[src/rtl/dphy_hs_data_tx.sv]
// -----------------------------------------------------------------------------
// dphy_hs_data_tx
//
// Purpose:
//   MIPI D-PHY high-speed data lane transmit sequencer running in the byte
//   clock domain. Each burst walks through these phases:
//     LP-11 idle -> LP-01 HS-request -> LP-00 HS-prepare -> HS-zero
//     -> sync byte 0xB8 -> payload bytes -> HS-trail -> LP-11 exit hold.
//   The parallel byte is handed to an external serializer (bit 0 first).
//
// Ports:
//   byte_clk_i   in   1  byte clock; all logic runs on its rising edge
//   rst_i        in   1  asynchronous active-high reset
//   tx_valid_i   in   1  payload byte valid
//   tx_data_i    in   8  payload byte (bit 0 first on the wire)
//   tx_last_i    in   1  final byte of the burst
//   tx_ready_o   out  1  byte accepted when tx_valid_i && tx_ready_o
//   hs_data_o    out  8  parallel HS byte for the serializer
//   hs_en_o      out  1  HS driver enable
//   lp_p_o       out  1  LP level, P line
//   lp_n_o       out  1  LP level, N line
//   busy_o       out  1  high whenever the sequencer is not idle
//   underflow_o  out  1  one-cycle pulse: burst cut short by missing data
// -----------------------------------------------------------------------------
module dphy_hs_data_tx #(
    parameter int LPX_CYCLES        = 4,
    parameter int HS_PREPARE_CYCLES = 3,
    parameter int HS_ZERO_CYCLES    = 10,
    parameter int HS_TRAIL_CYCLES   = 4,
    parameter int HS_EXIT_CYCLES    = 6
) (
    input  logic       byte_clk_i,
    input  logic       rst_i,
    input  logic       tx_valid_i,
    input  logic [7:0] tx_data_i,
    input  logic       tx_last_i,
    output logic       tx_ready_o,
    output logic [7:0] hs_data_o,
    output logic       hs_en_o,
    output logic       lp_p_o,
    output logic       lp_n_o,
    output logic       busy_o,
    output logic       underflow_o
);

    typedef enum logic [2:0] {
        IDLE    = 3'd0,
        HS_RQST = 3'd1,
        HS_PREP = 3'd2,
        HS_ZERO = 3'd3,
        SYNC    = 3'd4,
        DATA    = 3'd5,
        TRAIL   = 3'd6,
        EXIT    = 3'd7
    } state_t;

    localparam logic [7:0] SYNC_BYTE  = 8'hB8;
    localparam logic [7:0] LPX_LOAD   = 8'(LPX_CYCLES - 1);
    localparam logic [7:0] PREP_LOAD  = 8'(HS_PREPARE_CYCLES - 1);
    localparam logic [7:0] ZERO_LOAD  = 8'(HS_ZERO_CYCLES - 1);
    localparam logic [7:0] TRAIL_LOAD = 8'(HS_TRAIL_CYCLES - 1);
    // When TRAIL is entered by accepting the last byte, its first cycle still
    // carries that payload byte, so one extra count keeps the trail byte on
    // the wire for the full HS_TRAIL_CYCLES.
    localparam logic [7:0] TRAIL_LOAD_LAST = 8'(HS_TRAIL_CYCLES);
    localparam logic [7:0] EXIT_LOAD  = 8'(HS_EXIT_CYCLES - 1);

    state_t     state_q, state_d;
    logic [7:0] cnt_q, cnt_d;
    logic [7:0] hs_data_q, hs_data_d;
    logic [7:0] trail_q, trail_d;
    logic       hs_en_q, hs_en_d;
    logic       lp_p_q, lp_p_d;
    logic       lp_n_q, lp_n_d;
    logic       busy_q, busy_d;
    logic       underflow_q, underflow_d;

    logic       cnt_done;
    logic       data_phase;

    assign cnt_done   = (cnt_q == 8'd0);
    assign data_phase = (state_q == SYNC) || (state_q == DATA);

    // Trail byte is the complement of the last transmitted bit.
    function automatic logic [7:0] trail_of(input logic msb);
        return msb ? 8'h00 : 8'hFF;
    endfunction

    // ------------------------------------------------------------------
    // State and output registers
    // ------------------------------------------------------------------
    always_ff @(posedge byte_clk_i or posedge rst_i) begin
        if (rst_i) begin
            state_q     <= IDLE;
            cnt_q       <= 8'd0;
            hs_data_q   <= 8'h00;
            trail_q     <= 8'h00;
            hs_en_q     <= 1'b0;
            lp_p_q      <= 1'b1;
            lp_n_q      <= 1'b1;
            busy_q      <= 1'b0;
            underflow_q <= 1'b0;
        end else begin
            state_q     <= state_d;
            cnt_q       <= cnt_d;
            hs_data_q   <= hs_data_d;
            trail_q     <= trail_d;
            hs_en_q     <= hs_en_d;
            lp_p_q      <= lp_p_d;
            lp_n_q      <= lp_n_d;
            busy_q      <= busy_d;
            underflow_q <= underflow_d;
        end
    end

    // ------------------------------------------------------------------
    // Next-state and timing counter
    // ------------------------------------------------------------------
    always_comb begin
        state_d = state_q;
        cnt_d   = cnt_done ? 8'd0 : (cnt_q - 8'd1);
        case (state_q)
            IDLE: begin
                cnt_d = 8'd0;
                if (tx_valid_i) begin
                    state_d = HS_RQST;
                    cnt_d   = LPX_LOAD;
                end
            end
            HS_RQST: begin
                if (cnt_done) begin
                    state_d = HS_PREP;
                    cnt_d   = PREP_LOAD;
                end
            end
            HS_PREP: begin
                if (cnt_done) begin
                    state_d = HS_ZERO;
                    cnt_d   = ZERO_LOAD;
                end
            end
            HS_ZERO: begin
                if (cnt_done) begin
                    state_d = SYNC;
                    cnt_d   = 8'd0;
                end
            end
            SYNC, DATA: begin
                cnt_d = 8'd0;
                if (tx_valid_i && tx_last_i) begin
                    state_d = TRAIL;
                    cnt_d   = TRAIL_LOAD_LAST;
                end else if (tx_valid_i) begin
                    state_d = DATA;
                end else begin
                    // Data ran dry mid-burst: close the burst right away.
                    state_d = TRAIL;
                    cnt_d   = TRAIL_LOAD;
                end
            end
            TRAIL: begin
                if (cnt_done) begin
                    state_d = EXIT;
                    cnt_d   = EXIT_LOAD;
                end
            end
            EXIT: begin
                if (cnt_done) begin
                    state_d = IDLE;
                    cnt_d   = 8'd0;
                end
            end
            default: begin
                state_d = IDLE;
                cnt_d   = 8'd0;
            end
        endcase
    end

    // ------------------------------------------------------------------
    // Output decode: values for the state being entered, so the registered
    // outputs change on the same edge as the state.
    // ------------------------------------------------------------------
    always_comb begin
        lp_p_d      = 1'b1;
        lp_n_d      = 1'b1;
        hs_en_d     = 1'b0;
        hs_data_d   = 8'h00;
        underflow_d = 1'b0;
        busy_d      = (state_d != IDLE);
        trail_d     = trail_q;

        // Track the trail byte from whatever goes out last: the accepted
        // byte, or the byte already on the wire (0xB8 if SYNC underflows).
        if (data_phase) begin
            trail_d     = tx_valid_i ? trail_of(tx_data_i[7]) : trail_of(hs_data_q[7]);
            underflow_d = !tx_valid_i;
        end

        case (state_d)
            HS_RQST: begin
                lp_p_d = 1'b0;
            end
            HS_PREP: begin
                lp_p_d = 1'b0;
                lp_n_d = 1'b0;
            end
            HS_ZERO: begin
                lp_p_d  = 1'b0;
                lp_n_d  = 1'b0;
                hs_en_d = 1'b1;
            end
            SYNC: begin
                lp_p_d    = 1'b0;
                lp_n_d    = 1'b0;
                hs_en_d   = 1'b1;
                hs_data_d = SYNC_BYTE;
            end
            DATA: begin
                lp_p_d    = 1'b0;
                lp_n_d    = 1'b0;
                hs_en_d   = 1'b1;
                hs_data_d = tx_data_i;
            end
            TRAIL: begin
                lp_p_d  = 1'b0;
                lp_n_d  = 1'b0;
                hs_en_d = 1'b1;
                if (data_phase && tx_valid_i) begin
                    hs_data_d = tx_data_i;     // last payload byte
                end else if (data_phase) begin
                    hs_data_d = trail_d;       // underflow: trail immediately
                end else begin
                    hs_data_d = trail_q;
                end
            end
            default: begin
                // IDLE and EXIT: LP-11, HS driver off.
            end
        endcase
    end

    assign tx_ready_o  = data_phase;
    assign hs_data_o   = hs_data_q;
    assign hs_en_o     = hs_en_q;
    assign lp_p_o      = lp_p_q;
    assign lp_n_o      = lp_n_q;
    assign busy_o      = busy_q;
    assign underflow_o = underflow_q;

endmodule

[config.mk]
export PLATFORM = sky130hd
export DESIGN_NAME = dphy_hs_data_tx
export DESIGN_NICKNAME = d
export VERILOG_FILES = /design/src/rtl/dphy_hs_data_tx.sv
export SDC_FILE = /design/constraint.sdc
export NUM_CORES = 1
export LEC_CHECK = 0
export ABC_CLOCK_PERIOD_IN_PS = 5450
export BUFFER_PORTS_ARGS = -buffer_cell sky130_fd_sc_hd__buf_2
export CAP_MARGIN = 20
export CORE_UTILIZATION = 50
export DETAILED_ROUTE_END_ITERATION = 12
export MAX_ROUTING_LAYER = met4
export PLACE_DENSITY = 0.72
export SYNTH_ARGS = -nofsm -noshare
export SYNTH_HDL_FRONTEND = slang
export SYNTH_SLANG_ARGS = --single-unit
export TNS_END_PERCENT = 100
[constraint.sdc]
create_clock -name byte_clk_i -period 5.45 [get_ports byte_clk_i]
set_input_delay 0 -clock byte_clk_i [delete_from_list [all_inputs] [get_ports byte_clk_i]]
set_output_delay 0 -clock byte_clk_i [all_outputs]
set_load 0.02 [all_outputs]
== Word-level counts from Yosys, hierarchy flattened ==
Cells that the tools add are included.

* Mux-type cells: 28
* Add/subtract/negate cells: 1
* Equal/unequal tests: 13
* Reductions and logical operators: 12

{| class="wikitable"
|+ Operators with widths
! kind !! count
|-
| $mux W8 || 10
|-
| $pmux W8 S6 || 1
|-
| $pmux W8 S3 || 1
|-
| $eq A3 B3 Y1 const B || 7
|-
| $mux W3 || 7
|-
| $pmux W3 S7 || 1
|-
| $eq A3 B2 Y1 const B || 4
|-
| $logic_not A8 Y1 || 1
|-
| $mux W2 || 4
|-
| $sub A8 B1 Y8 const B || 1
|-
| $eq A3 B1 Y1 const B || 2
|-
| $reduce_or A6 Y1 || 1
|-
| $reduce_or A5 Y1 || 1
|-
| $mux W1 || 4
|-
| $reduce_or A2 Y1 || 2
|-
| $reduce_or A4 Y1 || 1
|-
| $logic_not A3 Y1 || 1
|-
| $reduce_bool A3 Y1 || 1
|-
| $logic_and A1 B1 Y1 || 2
|-
| $logic_not A1 Y1 || 1
|-
| $logic_or A1 B1 Y1 || 1
|}

* Output and inout port bits: 14
* Register bits: 32

== Depth between registers and ports, before layout ==
Gate-level depths: netlist (run 1).

* Depth after elaboration: 6
* Gate-level depth with buffers: 7

== Least setup slack after synthesis (run 1) ==
Ideal clock, no wire load.

* Path kind: register to register
* Start: register cnt_q[2]
* End: register busy_q, in the netlist busy_o
* Setup slack: 3.598 ns
* Cell stages (with the launch flop): 7
* Setup time: 0.131 ns
* Required time: 5.319 ns
* Data arrival time: 1.721 ns
* Buffers on the path: 1
* Clock period less this slack: 1.852 ns
* Path through: dfrtp_1 nor4_4 and3_1 buf_6 o22ai_4 or2_4 or3_1

* Word-level cells in the longest chain between the ends: 4
* Elaborated cells between the ends (all ways): 8
* Classes of those cells: mux (6); reduce/logical (2)

{| class="wikitable"
|+ RTL lines
! what !! RTL line !! RTL
|-
| start: declaration || 69 || <nowiki>logic [7:0] cnt_q, cnt_d;</nowiki>
|-
| start signal: assignment || 105 || <nowiki>cnt_q <= cnt_d;</nowiki>
|-
| $logic_not A8 Y1 (*) || 81 || <nowiki>assign cnt_done = (cnt_q == 8'd0);</nowiki>
|-
| $mux W3, on equally long branches || n/a ||
|-
| $pmux W3 S7 (*) || 122 || <nowiki>case (state_q)</nowiki>
|-
| named net state_d[0] || 68 || <nowiki>state_t state_q, state_d;</nowiki>
|-
| $reduce_bool A3 Y1 (*) || 190 || <nowiki>busy_d = (state_d != IDLE);</nowiki>
|-
| named net busy_d || 75 || <nowiki>logic busy_q, busy_d;</nowiki>
|-
| end signal: assignment || 111 || <nowiki>busy_q <= busy_d;</nowiki>
|-
| end: declaration || 75 ||
|}

Mark *: on every way through the listed nets, which the timed path passes. The rest lies on a longest branch.

== Worst setup path after layout (run 1) ==
* Start: register state_q[2]
* End: register hs_data_q[7], in the netlist hs_data_o[7]

* Word-level cells in the longest chain between the ends: 6
* Elaborated cells between the ends (all ways): 25
* Classes of those cells: eq/ne (10); mux (11); reduce/logical (4)

{| class="wikitable"
|+ RTL lines
! what !! RTL line !! RTL
|-
| start: declaration || 68 ||
|-
| start signal: assignment || 104 || <nowiki>state_q <= state_d;</nowiki>
|-
| parallel branches: the longest is 5 deep, another holds $pmux W3 S7 || n/a ||
|-
| $pmux W8 S3 (*) || 200 || <nowiki>case (state_d)</nowiki>
|-
| named net hs_data_d[7] || 70 || <nowiki>logic [7:0] hs_data_q, hs_data_d;</nowiki>
|-
| end signal: assignment || 106 || <nowiki>hs_data_q <= hs_data_d;</nowiki>
|-
| end: declaration || 70 ||
|}

Mark *: on every way through the listed nets, which the timed path passes.

==> results.py, run 1 <==
metrics = {
    "sta": {
        "relSlewSlack_pct": 60.3,
        "finalClockSkew_ns": 0.0119,
        "setup_violations": 0,
        "finalCritPeriodShare_pct": 40.7,
        "hold_viol_final": 0,
        "setup_tns_ns": 0,
        "worst_slack_ns": 3.23,
        "period_needed_ns": 2.22,
        "rsz0062_at_grt": "false",
        "worst_pin_slew_ns": 0.590,
        "fmax_ghz": 0.451,
        "maxSlewViolCount": 0,
    },
    "yosys": {
        "synth_area_sq_um": 1610,
        "synthCells": 164,
        "netlist-cell-type-count": 37,
        "syn_avg_cell_area_sq_um": 9.79,
        "yosysWarnings": 0,
        "ys_seq_area_share_pct": 50.0,
        "syn_nets": 178,
        "ys_ff_latch": 32,
    },
    "grt": {
        "grt_pass1_wl_um": 5580,
        "use_met2_pct": 37.4,
        "grt_util_met3_pct": 6.15,
        "groute.usage.overall_pct": 22.7,
        "first_global_vias": 1280,
        "grt.busiest_layer": "met2",
        "grt_remaining_overflow": 0,
        "use_met1_pct": 27.2,
        "grt_max_degree": 33,
        "antenna_found_initial": 0,
    },
    "floorplanning": {
        "die_x_um": 58.7,
        "initial_core_util_pct": 52.6,
        "dieArea_sq_um": 3440,
        "ioPinCount": 26,
        "die_h_um": 58.7,
        "placementRows": 20,
        "core-area_sq_um": 3050,
    },
    "clocking": {
        "post-cts-setup-buffers": 0,
        "cts_tree": "done",
        "clkTransAtPathRegs_ns": 0.10,
        "clk_latency_ns": 0.33,
        "cts_resized": 0,
        "cts.sinks": 32,
        "numCtsBuffers": 5,
        "clock-root-buffer": "clkbuf_4",
        "ctsLongestPathBuffers": 2,
        "htree_levels": 2,
    },
    "place": {
        "io_buffers": 25,
        "placed_cells": 226,
        "place.gp.congestion": 0.813,
        "dp_worst_setup_slack_ns": 3.29,
        "dp_hpwl_um": 2290,
    },
    "cells_and_area": {
        "final_cells": 243,
        "drive_above_1_share_pct": 19.1,
        "syn_to_final_growth_pct": 18.2,
        "nNetsFinal": 212,
        "antenna_cells": 0,
    },
    "power": {
        "power.density_nw_per_um2": 516,
        "ir_drop_v": 0.000304,
        "leakagePower_uw": 0.000901,
    },
    "route": {
        "drtPass1Iterations": 4,
        "drt_iter0_markers": 55,
        "ant_nets": 0,
        "drt-vias-per-instance": 5.47,
        "wirelength_um": 3180,
        "wl_per_cell_um": 13.1,
        "vias": 1330,
        "drc": 0,
    },
    "worst_setup_path": {
        "crit_fanout": 19,
        "cp.arrival_ns": 2.47,
        "cp.required_ns": 5.70,
        "crit_type": "reg -> reg",
        "end_kind": "flop",
        "startpoint_type": "flop",
    },
    "run_status": {
        "status": "completed",
    },
    "job": {
        "max-cap-violations": 0,
    },
    "hold_path": {
        "hp-class": "in -> reg",
    },
}
## where the power goes
group | internal (uW) | switching, uW | total (uW)
logic | 191 | 235 | 426
registers | 339 | 86.2 | 425
clock network | 49.7 | 78.7 | 128
## critical path: stages, from the launching register on
cell	delay (ns)
dfrtp_1	0.73
nand2b_1	0.44
a21oi_1	0.36
a21boi_0	0.16
o31ai_1	0.24
o311a_1	0.22
## cell families after synthesis
logic type      after synthesis  share of synthesized area (%)
simple gates                 69                           21.5
compound gates               38                           18.1
flops                        32                           50.0
buf+inv                      14                           3.82
xor+xnor                      8                           4.36
fa+ha+maj                     2                           1.56
mux                           1                          0.624
## final timing paths
check | end | slack, ns | from | cells after the start
worst min register to register | trail_q[5]$_DFF_PP0_ | 0.47 | trail_q[5]$_DFF_PP0_ | 2
max in group asynchronous | lp_p_o$_DFF_PP1_ | 4.86 | rst_i | 4
worst max-delay path | hs_data_o[7]$_DFF_PP0_ | 3.23 | state_q[2]$_DFF_PP0_ | 5
worst min-delay path | underflow_o$_DFF_PP0_ | 0.06 | tx_valid_i | 2
worst max register to register | hs_data_o[7]$_DFF_PP0_ | 3.23 | state_q[2]$_DFF_PP0_ | 5
min in group asynchronous | hs_data_o[2]$_DFF_PP0_ | 0.28 | rst_i | 4
## per-layer routing
layer / up-vias / wire length (um)
met2: 41 / 1550
met5: - / 0
met1: 645 / 1430
li1: 638 / -
met3: 6 / 157
met4: 0 / 40
## synth_stat cells, drive strengths merged
cell,n,area (sq um)
nand2b,9,56.3
and3,1,6.26
or2,1,8.76
nor2,15,56.3
nand4,1,6.26
o2bb2ai,1,8.76
a21boi,4,30.0
a31oi,1,6.26
nand3,4,20.0
nor4,1,21.3
o211a,1,10.0
a32o,4,40.0
ha,2,25.0
nor2b,2,12.5
nor3,3,15.0
a21oi,7,35.0
dfrtp,30,751
a211oi,1,7.51
mux2i,1,10.0
inv,6,22.5
a21o,1,7.51
or3,2,12.5
clkbuf,6,22.5
nand2,26,97.6
dfstp,2,52.6
nor3b,3,22.5
nor4bb,1,10.0
o21ai,5,25.0
xor2,5,43.8
xnor2,3,26.3
o31ai,5,37.5
o22ai,1,20.0
o21a,1,7.51
a22oi,2,15.0
o311a,4,40.0
buf,2,16.3
## state kept, by name, indices dropped and copies added, names as in the netlist
name,count
hs_en_o,1
busy_o,1
state_q,3
trail_q,8
underflow_o,1
hs_data_o,8
lp_p_o,1
lp_n_o,1
cnt_q,8
## layout by cell type (no fill, tap or decap), drive strengths merged, types with 3 or more instances in the layout
cell	instances
a21boi	4
a21oi	7
a32o	4
buf	26
clkbuf	6
dfrtp	30
dlygate4sd3	9
inv	6
nand2	26
nand2b	9
nand3	4
nor2	15
nor3	3
nor3b	3
o21ai	5
o311a	4
o31ai	5
xnor2	3
xor2	5
## metrics by stage
stage / total power [uW] / instance area [sq um] / hold slack [ns] / utilization (%)
finish: 980 / 1900 / 0.0591 / 62.2
global placement: 836 / 1750 / 0.0874 / 57.5
global route: 1060 / 1900 / 0.0677 / 62.2
detailed placement: 849 / 1750 / 0.103 / 57.5
floorplan: 744 / 1610 / 0.115 / -
CTS: 985 / 1900 / 0.0482 / 62.2
## final cells by class
type	instances	area, sq um
inverters	6	22.5
flip-flops and latches	32	803
repair buffers	35	223
clock buffers	6	41.3
fillers	276	1150
clock inverters	2	12.5
multi-input cells	118	741
well taps	44	55.1
## timing repair
| item | in CTS | in global routing |
|---|---|---|
| endpoints found under the setup margin | 0 | 0 |
| hold endpoints to repair | 38 | 0 |
| hold buffers | 9 | 0 |
Power figures use the tool's default switching activity.
==> run 2: changes to the inputs <==
ABC_CLOCK_PERIOD_IN_PS = 2300   (was 5450)
clock period = 2.3 ns   (was 5.45 ns; I/O delays follow)
==> run 2 against run 1 <==
Compared with the run above:
- total power increased by 140%
- hold slack improved by 0.0064 ns
- sequential cell count unchanged
- highest routed layer unchanged
- critical path depth is the same
- maximum frequency is 6.4% higher
- wire length rose by 7.5%
- critical path type unchanged
- cell count is 0.82% higher
- global-route usage is 0.21 points lower
==> results.py, run 2 (synthesis results as in run 1) <==
metrics = {
    "job": {
        "max-cap-violations": 0,
    },
    "worst_setup_path": {
        "cp.arrival_ns": 2.30,
        "regToRegSetupSlack_ns": 0.22,
        "cp.required_ns": 2.52,
        "startpoint_type": "flop",
        "cpPeakStageDelay_ns": 0.45,
        "end_kind": "flop",
        "crit_fanout": 7,
        "crit_type": "reg -> reg",
        "crit_path_cell_trace": "nor4_4 > and3_1 > o22ai_4 > or2_4 > or3_1",
        "cpMaxStageDelayCell": "dfrtp_1",
    },
    "power": {
        "power.density_nw_per_um2": 1220,
        "leakagePower_uw": 0.000913,
        "total_power_uw": 2340,
        "ir_drop_v": 0.000550,
    },
    "run_status": {
        "status": "completed",
    },
    "clocking": {
        "cts_tree": "done",
        "clk_latency_ns": 0.33,
        "numCtsBuffers": 5,
        "cts_resized": 0,
        "ctsLongestPathBuffers": 2,
        "htree_levels": 2,
        "clock-root-buffer": "clkbuf_4",
        "clkTransAtPathRegs_ns": 0.09,
        "post-cts-setup-buffers": 0,
        "cts.sinks": 32,
    },
    "sta": {
        "relSlewSlack_pct": 57.1,
        "setup_tns_ns": 0,
        "rsz0062_at_grt": "false",
        "setup_violations": 0,
        "maxSlewViolCount": 0,
        "hold_ws_ns": 0.0655,
        "hold_viol_final": 0,
        "period_needed_ns": 2.08,
        "finalCritPeriodShare_pct": 90.5,
        "finalClockSkew_ns": 0.00616,
        "worst_pin_slew_ns": 0.637,
        "fmax_ghz": 0.480,
    },
    "cells_and_area": {
        "final_cell_mix": "30 x dfrtp_1, 26 x nand2_1, 25 x buf_2, 15 x nor2_1",
        "multi_input_area_sq_um": 741,
        "antenna_cells": 0,
        "nFillCells": 279,
        "regArea_sq_um": 803,
        "drive_above_1_share_pct": 19.9,
        "nNetsFinal": 215,
        "mostFrequentLayoutCell": "dfrtp_1",
        "syn_to_final_growth_pct": 19.2,
    },
    "route": {
        "vias": 1325,
        "wirelength_um": 3420,
        "ant_nets": 0,
        "drc": 0,
        "drt_iter0_markers": 23,
        "wl_per_cell_um": 14.0,
        "drtPass1Iterations": 4,
        "drt-vias-per-instance": 5.41,
    },
    "hold_path": {
        "hp-class": "in -> reg",
    },
    "floorplanning": {
        "placementRows": 20,
        "initial_core_util_pct": 52.6,
        "die_h_um": 58.7,
        "dieArea_sq_um": 3440,
        "core-area_sq_um": 3050,
        "die_x_um": 58.7,
        "ioPinCount": 26,
    },
    "grt": {
        "groute.usage.overall_pct": 22.5,
        "grt_pass1_wl_um": 5460,
        "antenna_found_initial": 0,
        "grt_remaining_overflow": 0,
        "first_global_vias": 1214,
        "grt_max_degree": 33,
    },
    "place": {
        "dp_hpwl_um": 2330,
        "io_buffers": 25,
        "place.gp.congestion": 0.855,
    },
}
run 2: changes by cell type in the layout (fill, tap and decap cells not counted), sizes merged:
| cell | before | now |
|---|---|---|
| buf | 26 | 29 |
| clkinvlp | 1 | 0 |
run 2: layer usage:
metal	part of all wire (%)	vias to the layer above	GRT usage [%]
met5	0	-	-
met4	1.5	0	8.16
met3	3.6	6	6.59
met2	51	32	37.1
met1	44	640	26.3
li1	-	647	-
run 2: final timing paths:
kind,from,to,cells past startpoint
max in group asynchronous,rst_i,lp_p_o$_DFF_PP1_,4
min in group asynchronous,rst_i,hs_en_o$_DFF_PP0_,4
setup / recovery,cnt_q[2]$_DFF_PP0_,busy_o$_DFF_PP0_,5
hold / removal,tx_valid_i,underflow_o$_DFF_PP0_,2
hold reg to reg,trail_q[5]$_DFF_PP0_,trail_q[5]$_DFF_PP0_,2
setup reg to reg,cnt_q[2]$_DFF_PP0_,busy_o$_DFF_PP0_,5
run 2: metrics by stage:
stage,instance area [sq um],instances,util [%],worst slack [ns]
after floorplan,1610,164,-,0.448
after global placement,1780,229,58.2,0.291
after detailed placement,1780,229,58.2,0.241
after CTS,1910,245,62.7,0.228
after global routing,1910,245,62.7,0.118
final,1910,245,62.7,0.218
run 2: final cells by class:
class	count	area share, %
Sequential cell	32	42.0
Clock buffer	6	2.16
Tap cell	44	2.88
Timing Repair Buffer	38	12.8
Multi-Input combinational cell	118	38.7
Inverter	6	1.18
Clock inverter	1	0.262
run 2: power breakdown:
part	leakage, uW	internal [uW]	switching, uW
clock	0.0000281	112	186
combinational	0.000500	466	610
sequential	0.000386	804	162
total	0.000913	1380	958
run 2: timing repair:
action	CTS	global route
hold buffers	9	0
hold endpoints to repair	38	0
endpoints found under the setup margin	0	0
run 2: critical path, delay by kind of cell, from the launching register on:
| family | cells | cell delay (ns) |
|---|---|---|
| AND/OR/NAND/NOR | 4 | 1.38 |
| flip-flops | 1 | 0.45 |
| AO/OA/AOI/OAI | 1 | 0.13 |
